===== src/rtl/aes_key_expand.sv =====
// Purpose : iterative AES-128 key schedule; expands a cipher key into round keys 0..10, one per handshake.
// Latency : round 0 is valid the cycle after start; with rk_ready held high one key per cycle, done 12 cycles after start.
// Backpr. : rk_ready=0 stalls the schedule indefinitely with round_key/round_idx held stable.
//
// Ports: clk, rst_n (async active-low); start/key_in request an expansion (ignored while busy);
//        rk_valid/rk_ready handshake round_key (byte 0 in bits [0:7]) tagged with round_idx;
//        busy while expanding, done pulses one cycle after round 10 is accepted;
//        rd_idx/rd_key random-access read of stored round keys.
// Optional: define KEY_EXP_STORE_EN to build the 11x128 round-key store behind rd_idx/rd_key;
//           without it rd_key reads as 0.
`timescale 1ns/1ps

// AES forward S-box, one byte, purely combinational table lookup.
module Sub_byte (
    input  logic [7:0] din,
    output logic [7:0] dout
);
    // Entry 0 sits in the top byte so the table reads in natural order.
    localparam logic [2047:0] SBOX = {
        128'h637c777bf26b6fc53001672bfed7ab76,
        128'hca82c97dfa5947f0add4a2af9ca472c0,
        128'hb7fd9326363ff7cc34a5e5f171d83115,
        128'h04c723c31896059a071280e2eb27b275,
        128'h09832c1a1b6e5aa0523bd6b329e32f84,
        128'h53d100ed20fcb15b6acbbe394a4c58cf,
        128'hd0efaafb434d338545f9027f503c9fa8,
        128'h51a3408f929d38f5bcb6da2110fff3d2,
        128'hcd0c13ec5f974417c4a77e3d645d1973,
        128'h60814fdc222a908846eeb814de5e0bdb,
        128'he0323a0a4906245cc2d3ac629195e479,
        128'he7c8376d8dd54ea96c56f4ea657aae08,
        128'hba78252e1ca6b4c6e8dd741f4bbd8b8a,
        128'h703eb5664803f60e613557b986c11d9e,
        128'he1f8981169d98e949b1e87e9ce5528df,
        128'h8ca1890dbfe6426841992d0fb054bb16
    };

    logic [10:0] msb;
    assign msb  = 11'd2047 - {din, 3'b000};
    assign dout = SBOX[msb -: 8];
endmodule

module aes_key_expand (
    input  logic         clk,
    input  logic         rst_n,
    input  logic         start,
    input  logic [0:127] key_in,
    input  logic         rk_ready,
    output logic         rk_valid,
    output logic [0:127] round_key,
    output logic [3:0]   round_idx,
    output logic         busy,
    output logic         done,
    input  logic [3:0]   rd_idx,
    output logic [0:127] rd_key
);
    typedef enum logic {IDLE, RUN} state_t;

    state_t       state_q;
    logic [127:0] key_q;     // byte 0 in [127:120], matching round_key bit 0 = MSB
    logic [127:0] next_key;
    logic [7:0]   rcon_q;
    logic [7:0]   rcon_next;
    logic [3:0]   idx_q;
    logic         valid_q;
    logic         busy_q;
    logic         done_q;
    logic         hs;

    logic [31:0]  w0, w1, w2, w3;
    logic [31:0]  rot_w3;
    logic [31:0]  sub_w3;
    logic [31:0]  t;
    logic [31:0]  n0, n1, n2, n3;

    assign w0 = key_q[127:96];
    assign w1 = key_q[95:64];
    assign w2 = key_q[63:32];
    assign w3 = key_q[31:0];

    // RotWord: byte 0 of w3 moves to byte 3.
    assign rot_w3 = {w3[23:0], w3[31:24]};

    for (genvar b = 0; b < 4; b++) begin : g_sbox
        Sub_byte u_sub (
            .din  (rot_w3[8*b +: 8]),
            .dout (sub_w3[8*b +: 8])
        );
    end

    assign t  = sub_w3 ^ {rcon_q, 24'h000000};
    assign n0 = w0 ^ t;
    assign n1 = w1 ^ n0;
    assign n2 = w2 ^ n1;
    assign n3 = w3 ^ n2;
    assign next_key = {n0, n1, n2, n3};

    // xtime in GF(2^8): 01,02,...,80,1b,36
    assign rcon_next = {rcon_q[6:0], 1'b0} ^ (rcon_q[7] ? 8'h1b : 8'h00);

    assign hs = valid_q & rk_ready;

    always_ff @(posedge clk or negedge rst_n) begin
        if (!rst_n) begin
            state_q <= IDLE;
            key_q   <= '0;
            rcon_q  <= 8'h01;
            idx_q   <= '0;
            valid_q <= 1'b0;
            busy_q  <= 1'b0;
            done_q  <= 1'b0;
        end else begin
            done_q <= 1'b0;
            case (state_q)
                IDLE: begin
                    if (start) begin
                        key_q   <= key_in;
                        rcon_q  <= 8'h01;
                        idx_q   <= '0;
                        valid_q <= 1'b1;
                        busy_q  <= 1'b1;
                        state_q <= RUN;
                    end
                end
                RUN: begin
                    if (hs) begin
                        if (idx_q == 4'd10) begin
                            // key_q/round_idx keep the last round; rk_valid=0 marks them stale.
                            valid_q <= 1'b0;
                            busy_q  <= 1'b0;
                            done_q  <= 1'b1;
                            state_q <= IDLE;
                        end else begin
                            key_q  <= next_key;
                            idx_q  <= idx_q + 4'd1;
                            rcon_q <= rcon_next;
                        end
                    end
                end
                default: state_q <= IDLE;
            endcase
        end
    end

    assign rk_valid  = valid_q;
    assign round_key = key_q;
    assign round_idx = idx_q;
    assign busy      = busy_q;
    assign done      = done_q;

`ifdef KEY_EXP_STORE_EN
    // Keeps every accepted round key so decryption can walk them in reverse.
    logic [127:0] store_q [0:10];

    always_ff @(posedge clk or negedge rst_n) begin
        if (!rst_n) begin
            for (int i = 0; i < 11; i++) begin
                store_q[i] <= '0;
            end
        end else if (hs) begin
            store_q[idx_q] <= key_q;
        end
    end

    assign rd_key = (rd_idx <= 4'd10) ? store_q[rd_idx] : '0;
`else
    logic unused_rd_idx;
    assign unused_rd_idx = ^rd_idx;
    assign rd_key        = '0;
`endif

endmodule

===== config.mk =====
export PLATFORM = sky130hd
export DESIGN_NAME = aes_key_expand
export DESIGN_NICKNAME = d
export VERILOG_FILES = /design/src/rtl/aes_key_expand.sv
export SDC_FILE = /design/constraint.sdc
export NUM_CORES = 1
export LEC_CHECK = 0
export CAP_MARGIN = 5
export CELL_PAD_IN_SITES_DETAIL_PLACEMENT = 0
export CELL_PAD_IN_SITES_GLOBAL_PLACEMENT = 1
export CORE_AREA = 4 4 255 257
export DETAILED_ROUTE_END_ITERATION = 7
export DIE_AREA = 0 0 259 261
export GPL_ROUTABILITY_DRIVEN = 1
export HOLD_SLACK_MARGIN = 0.02
export PLACE_DENSITY_LB_ADDON = 0.3
export SYNTH_ARGS = -nofsm -noshare
export SYNTH_HDL_FRONTEND = slang
export SYNTH_SLANG_ARGS = --single-unit

===== constraint.sdc =====
create_clock -name clk -period 4.8 [get_ports clk]
set_clock_uncertainty 0.1 [all_clocks]
set_input_delay 0.96 -clock clk [delete_from_list [all_inputs] [get_ports clk]]
set_output_delay 0.96 -clock clk [all_outputs]
set_load 0.005 [all_outputs]

* Word level (Yosys, flattened, before mapping)
Cells that the tools add are included.
** Cells by class
- Add/sub/neg operators :: 5
- Multipliers :: 0
- Divide/modulo/power cells :: 0
- Magnitude comparators :: 0
- Equality and inequality tests :: 5
- Shift-type cells :: 4
- Mux-type cells :: 24
- Bitwise operators :: 8
- Reduce and logical (&&, ||, !) cells :: 2
** Operator list (count)
- indexed part select 2055 x 12 -> 8 bit (first input constant) :: 4
- two-way mux 128 bit :: 3
- one-hot mux 128 bit (2 select lines) :: 1
- XOR 32 bit :: 5
- subtractor 11 bit (first input constant) :: 4
- two-way mux 8 bit :: 3
- one-hot mux 8 bit (2 select lines) :: 1
- two-way mux 4 bit :: 3
- two-way mux 1 bit :: 9
- one-hot mux 4 bit (2 select lines) :: 1
- XOR 8 x 5 -> 8 bit :: 1
- AND reduction 3 bit :: 2
- two-way mux 5 bit :: 1
- adder 4 x 1 -> 4 bit (second input constant) :: 1
- == test 4 bit (second input constant) :: 1
- != test 2 x 1 -> 1 bit (second input constant) :: 2
- != test 2 bit (second input constant) :: 2
- one-hot mux 1 bit (2 select lines) :: 2
- AND 1 bit :: 1
- inverter 1 bit :: 1
** Storage, ports and cells
- Register bits after elaboration :: 143
- Latch bits :: 0
- Memory bits (writable) :: 0
- ROM bits :: 0
- Bits of input ports :: 136
- Output and inout bits :: 263
- Logic and storage cells :: 54
- Memories :: 0

* Depth between registers and ports, before layout
Gate-level depths: netlist of run 1.
- Depth after elaboration :: 10
- Depth in mapped cells :: 16
- Mapped depth without buffers :: 11

* By module
A second synthesis of run 1 with hierarchy kept.
** Unflattened totals
- Cells, all modules :: 3328
- Area total of the unflattened synthesis :: 24224.5 um^2
** By module, submodules not included
- Sub_byte :: instances 4, cells an instance 551, area an instance 3435.8 um^2, seq. area each 0.0 um^2
- aes_key_expand :: instances 1, cells an instance 1124, area an instance 10481.3 um^2, seq. area each 3579.7 um^2

* Least setup slack after synthesis of run 1
No wires, ideal clock.
- Path type :: flip-flop to flip-flop
- Start point :: reg key_q[1] (netlist: round_key[126])
- End point :: reg key_q[42] (netlist: round_key[85])
- Setup time :: 127 ps
- Arrival time :: 4063 ps
- Required time :: 4573 ps
- Slack :: 510 ps
- Cell stages (with the launch flop) :: 15
- Path buffers :: 3
- Period minus slack after synthesis :: 4290 ps
- Path through :: dfrtp_1 clkbuf_1 buf_2 inv_1 ha_1 clkbuf_1 nor2b_1 a21oi_1 mux4_2 mux4_2 a221oi_4 xor2_1 mux2_1 a222oi_1 inv_1
** On the way
- Cells in the longest elaborated chain, start to end :: 9
** Ends and longest elaborated chain
- from (decl) :: line 60 : logic [127:0] key_q;
- from (signal assigned) :: line 117 : key_q <= key_in;
- from (signal assigned) :: line 134 : key_q <= next_key;
- subtractor 11 bit :: line 39 : assign msb = 11'd2047 - {din, 3'b000};
- indexed part select 2055 x 12 -> 8 bit :: line 40 : assign dout = SBOX[msb -: 8];
- XOR 32 bit :: line 91 : assign t = sub_w3 ^ {rcon_q, 24'h000000};
- XOR 32 bit :: line 92 : assign n0 = w0 ^ t;
- XOR 32 bit :: line 93 : assign n1 = w1 ^ n0;
- XOR 32 bit :: line 94 : assign n2 = w2 ^ n1;
- two-way mux 128 bit :: line 127 : if (idx_q == 4'd10) begin
- two-way mux 128 bit :: line 126 : if (hs) begin
- one-hot mux 128 bit (2 select lines) :: line 114 : case (state_q)
Every way passes these cells. The select of a mux whose other input is x is not followed.
A chain may end at the register's enable or synchronous reset.

* Worst setup path after layout of run 1
- Start point :: reg key_q[9] (netlist: round_key[118])
- End point :: reg key_q[16] (netlist: round_key[111])
** On the way
- Cells in the longest elaborated chain, start to end :: 10
** Ends and longest elaborated chain
- subtractor 11 bit :: line 39
- indexed part select 2055 x 12 -> 8 bit :: line 40
- XOR 32 bit :: line 91
- XOR 32 bit :: line 92
- XOR 32 bit :: line 93
- XOR 32 bit :: line 94
- XOR 32 bit :: line 95 : assign n3 = w3 ^ n2;
- two-way mux 128 bit :: line 127
- two-way mux 128 bit :: line 126
- one-hot mux 128 bit (2 select lines) :: line 114
Every way passes these cells. The select of a mux whose other input is x is not followed.

==> parameters.txt, run 1 <==
Parameter                              Value

Status
  Outcome    completed

Logic synthesis
  Warning count from the yosys run    0
  Post-Synthesis Cell Area    0.02481 mm^2
  Synth unique cells    113
  Flip-flop cell with the highest count after synthesis    dfrtp_1
  Synthesized flop and latch total    143
  Syn Area/Cell    7.376 um^2
  Proportion of register bits with asynchronous set or reset after synthesis    1.000
  Number of instances in the synthesized netlist    3363
  Sequential cell area fraction in the yosys report    0.1443
  Number of synthesized flops with an enable pin    0

Placement
  Port-buffer cells    266
  Global placement routability congestion    1.017
  Area after detailed placement    0.02786 mm^2
  Detailed placer's ending HPWL    86680 um

Global routing
  Pin count of the biggest net entering global routing    126
  Vias in the first global route    26989
  Global-route wire length before repair    178900 um
  Remaining global-route overflow    0
  Antenna violations before repair    4
  GRT Util Overall    0.3415

Routing
  Routed length per instance    28.05 um
  Routed length on met1    48570 um
  Total wire length    120900 um
  Per-cell via count in the routed design    6.640
  Number of nets still failing antenna checks after routing    0
  Met2 routed WL    53980 um
  DRT Pass-1 Iters    7
  Vias after detailed routing    28620
  Starting DRT DRC Count    3840
  Highest routing layer actually used    met5
  # DRC    0
  Routed length on met3    12160 um

Timing
  Max-slew violation total from the final report    0
  Hold Violations, Final    0
  Measured slew at the worst slew-check pin    1.014 ns
  Post-layout minimum cycle time    4.393 ns
  FMAX    0.2276 GHz
  Unrepaired setup endpoints after global routing    no
  Total Negative Setup Slacks    0 ns
  Slew headroom    0.3226
  Fraction of the cycle the final worst path needs    0.9153
  Final count of negative-setup-slack endpoints    0

Die
  Starting utilization of the core area    0.3954
  Number of core rows    92
  Number of top-level pins    399
  Core Area    0.06274 mm^2
  Die Ht    261 um
  Area of the die    0.06760 mm^2
  Die boundary width    259 um

Critical path
  CP startpoint kind    flop
  Sort of element at the end of the critical path    flop
  Count of cells along the worst register-to-register path    12
  Required arrival time at the worst endpoint    5.07 ns
  Worst-case register-to-register setup slack    0.41 ns
  Data arrival, critical path    4.67 ns
  Type of the worst setup path    flop to flop
  Maximum fanout encountered on the critical timing path    11

Clock tree
  Clock-pin transition on the worst setup and hold timing paths    0.07 ns
  Resize count post-CTS    0
  Root cell of the clock tree    clkbuf_16
  Number of sinks handled by clock tree synthesis    143
  CTS buffer count    17
  Maximum buffer depth of the clock tree    2
  Clock tree from TritonCTS    done
  Worst skew pair latency    0.50 ns
  Quantity of hold-fixing buffers added after cts    0
  Number of levels the H-tree was split into    4
  Number of buffers inserted to repair setup after CTS    0

Finish
  Final cell area excluding filler cells    0.02847 mm^2
  Share of the core filled with cells    0.4539
  Final nets    3645
  Leading cell type in the layout, fill and taps excluded    clkdlybuf4s50_1
  Leading cell types in the layout, fill and taps excluded    clkdlybuf4s50_1 (264), nand2_1 (257), nor2_1 (217)
  Growth of design area from synthesis to finish    14.79%
  Layout cells sized above 1    0.1029
  Filler cell count in the final layout    6344

Min path
  Path class of the lowest-slack min-delay path    primary input to async pin

Job
  Maximum Capacitance Violations    0
## layout make-up
type | instances | area [um^2] | area share
antenna | 4 | 10.01 | 0.0003515
clock inverter | 13 | 152.6 | 0.005361
clock buffer | 19 | 452.9 | 0.01591
tap | 846 | 1059 | 0.03718
inverter | 58 | 217.7 | 0.007646
timing repair buffer | 441 | 4075 | 0.1431
sequential | 143 | 3610 | 0.1268
multi-input combinational | 2786 | 18900 | 0.6637
## state kept, by name, summed over array words and instances (netlist names)
name / flops
busy: 1
state_q: 1
rcon_q: 8
round_key: 128
round_idx: 4
done: 1
## per-layer routing
metal | up-vias | global-route usage
met5 | - | 0
li1 | 12463 | -
met4 | 2 | 0.1537
met2 | 1883 | 0.5418
met1 | 13907 | 0.4495
met3 | 365 | 0.07146
## logic make-up after synthesis
logic type                 count (synthesis)  synth area share
and+or+nand+nor                         1136            0.2340
AOI/OAI and AO/OA                       1126            0.3136
buffers and inverters                    561            0.1148
xor gates and xnor gates                 176           0.07178
muxes                                    158           0.09004
DFF                                      143            0.1443
adders and majority gates                 62           0.03127
other                                      1         0.0001512
## through the flow
stage / cells / worst slack, ns / hold WS (ns)
6_report: 4310 / 0.4065 / 0.3617
5_1_grt: 4307 / 0.2587 / 0.4028
4_1_cts: 4306 / 0.5521 / 0.4001
3_5_place_dp: 4274 / 0.5548 / 0.4154
3_3_place_gp: 4274 / 0.5527 / 0.4100
2_1_floorplan: 3490 / 0.5098 / 0.3815
## path summary, 6_finish.rpt
kind | start | end
min | rst_n | round_key[27]
min reg2reg | rcon_q[5] | rcon_q[6]
max in group asynchronous | rst_n | round_key[125]
max | round_key[118] | round_key[111]
min in group clk | rcon_q[5] | rcon_q[6]
max reg2reg | round_key[118] | round_key[111]
## worst max-delay path, stage by stage (launching register included)
cell       delay, ns
dfrtp_1         0.38
inv_1           0.09
buf_4           0.25
ha_1            0.57
nor2_1          0.20
or2_1           0.30
mux4_2          0.48
a2111oi_0       0.69
buf_4           0.24
nor4_1          0.05
nand4bb_1       0.34
xnor3_1         0.28
o311a_1         0.31
## Yosys cell counts, types with 49 or more instances
cell      count  share of area
nand3_1     108          0.022
mux2i_1      86          0.035
ha_1         62          0.031
nand2b_1    103          0.026
buf_4       138          0.042
o21ai_0     214          0.043
mux4_2       49          0.044
xor2_1       54          0.019
nor3_1       98          0.020
clkbuf_1    202          0.031
a31oi_1      77          0.019
nand2_1     259          0.039
nor2_1      219          0.033
dfrtp_1     142           0.14
a21oi_1     211          0.043
a211oi_1     92          0.028
nor2b_1     123          0.031
xnor2_1     103          0.036
buf_2       116          0.023
Power of run 1 is left out: the tool's default activity adds up to more than one toggle a clock period on the data nets, which glitch-free logic cannot reach.
==> run 2, diff against run 1 <==
--- a/config.mk
+++ b/config.mk
@@ -8,9 +8,10 @@
 export CAP_MARGIN = 5
 export CELL_PAD_IN_SITES_DETAIL_PLACEMENT = 0
 export CELL_PAD_IN_SITES_GLOBAL_PLACEMENT = 1
-export CORE_AREA = 4 4 255 257
+export CORE_AREA = 4 4 251 253
+export CTS_BUF_LIST = sky130_fd_sc_hd__clkbuf_16
 export DETAILED_ROUTE_END_ITERATION = 7
-export DIE_AREA = 0 0 259 261
+export DIE_AREA = 0 0 255 257
 export GPL_ROUTABILITY_DRIVEN = 1
 export HOLD_SLACK_MARGIN = 0.02
 export PLACE_DENSITY_LB_ADDON = 0.3
==> run 2 against run 1 <==
  * Wire length down 2.3%
  * Worst hold slack better by 0.015 ns
  * Die area down 3.1%
  * Largest cell class unchanged
  * First-iteration DRC count is 4.8% lower
  * Core utilization increased by 1.0 points
  * Global-route usage increased by 0.30 points
  * Cell area is 0.48% lower
  * Register-to-register slack improved by 0.08 ns
  * Final cell count shrank 1.9%
  * Highest routed layer unchanged
  * Sequential share of layout area is 0.062 points higher
  * Critical path depth stayed put
==> parameters.txt, run 2 (synthesis gave the netlist of run 1 again) <==
Parameter                              Value

Status
  Outcome    completed

Timing
  Unrepaired setup endpoints after global routing    no
  Slew headroom    0.3398
  FMAX    0.2321 GHz
  Post-layout minimum cycle time    4.309 ns
  Total Negative Setup Slacks    0 ns
  Hold Violations, Final    0
  Max-slew violation total from the final report    0
  Measured slew at the worst slew-check pin    0.9892 ns
  Final count of negative-setup-slack endpoints    0
  Fraction of the cycle the final worst path needs    0.8977

Critical path
  Crit path launch    round_key[103]
  CP startpoint kind    flop
  Data arrival, critical path    4.54 ns
  Worst-case register-to-register setup slack    0.49 ns
  Count of cells along the worst register-to-register path    12
  Sort of element at the end of the critical path    flop
  Maximum fanout encountered on the critical timing path    15
  Required arrival time at the worst endpoint    5.03 ns
  Reg-to-reg startpoint    round_key[103]
  Type of the worst setup path    flop to flop

Routing
  Vias after detailed routing    28252
  Per-cell via count in the routed design    6.682
  DRT Pass-1 Iters    6
  Number of nets still failing antenna checks after routing    0
  # DRC    0
  Routed length per instance    27.94 um
  Total wire length    118100 um
  Starting DRT DRC Count    3654

Placement
  Port-buffer cells    266
  Global placement routability congestion    1.031
  Detailed placer's ending HPWL    84160 um

Clock tree
  Quantity of hold-fixing buffers added after cts    0
  CTS buffer count    17
  Clock-pin transition on the worst setup and hold timing paths    0.08 ns
  Clock tree from TritonCTS    done
  Number of sinks handled by clock tree synthesis    143
  Maximum buffer depth of the clock tree    2
  Root cell of the clock tree    clkbuf_16
  Worst skew pair latency    0.50 ns
  Number of levels the H-tree was split into    4
  Resize count post-CTS    0
  Number of buffers inserted to repair setup after CTS    0

Die
  Starting utilization of the core area    0.4064
  Die boundary width    255 um
  Area of the die    0.06554 mm^2
  Core Area    0.06103 mm^2
  Number of top-level pins    399
  Die Ht    257 um
  Number of core rows    91

Finish
  Growth of design area from synthesis to finish    14.23%
  Leading cell types in the layout, fill and taps excluded    clkdlybuf4s50_1 (264), nand2_1 (257), nor2_1 (217)
  Leading cell type in the layout, fill and taps excluded    clkdlybuf4s50_1
  Layout cells sized above 1    0.09575
  Multi-input combinational cell area    0.01889 mm^2
  Max FFs per register    128
  Storage element area    0.003610 mm^2
  Filler cell count in the final layout    6215
  Final nets    3621

Global routing
  GRT Util Overall    0.3445
  Pin count of the biggest net entering global routing    140
  Antenna violations before repair    7
  Remaining global-route overflow    0
  Global-route wire length before repair    175000 um
  Vias in the first global route    26165

Job
  Maximum Capacitance Violations    0

Min path
  Path class of the lowest-slack min-delay path    primary input to async pin
## run 2: final cells by class
type	count	share of cell area
clock buffer	17	0.01501
sequential	143	0.1274
tap	790	0.03488
multi-input combinational	2786	0.6666
clock inverter	15	0.007683
antenna	2	0.0001766
inverter	58	0.007683
timing repair buffer	417	0.1405
## run 2: per-layer routing
metal | up-vias | wire length [um] | GRT usage
met5 | - | 42 | 0
met4 | 6 | 5775 | 0.1455
met3 | 343 | 12040 | 0.07237
met2 | 1815 | 53580 | 0.5430
met1 | 13680 | 46690 | 0.4577
li1 | 12408 | - | -
## run 2: final timing paths
check	endpoint
max in group asynchronous	round_key[101]
worst max register to register	round_key[124]
worst min register to register	rcon_q[5]
worst max-delay path	round_key[124]
worst min-delay path	round_key[24]
min in group clk	rcon_q[5]
## run 2: per-stage QoR
| stage | instances | setup slack [ns] | utilization | cell area, um^2 | hold WS [ns] |
|---|---|---|---|---|---|
| 4_1_cts | 4226 | 0.6549 | 0.4642 | 28330 | 0.3989 |
| 3_5_place_dp | 4194 | 0.6872 | 0.4537 | 27690 | 0.4108 |
| 5_1_grt | 4226 | 0.3372 | 0.4642 | 28330 | 0.4327 |
| 6_report | 4228 | 0.4912 | 0.4643 | 28340 | 0.3771 |
| 2_1_floorplan | 3490 | 0.5098 | - | 25280 | 0.3815 |
| 3_3_place_gp | 4194 | 0.6477 | 0.4537 | 27690 | 0.4023 |
## run 2: critical path, stage by stage (launching register included)
cell,delay [ns]
dfrtp_1,0.64
inv_1,0.31
ha_1,0.38
buf_4,0.21
nand2b_1,0.19
a21oi_1,0.13
a2111oi_0,0.67
o41ai_1,0.24
a211oi_2,0.48
xnor3_1,0.47
nand2_1,0.12
xnor2_1,0.12
a21oi_1,0.08
Power of run 2 is left out for the same reason.
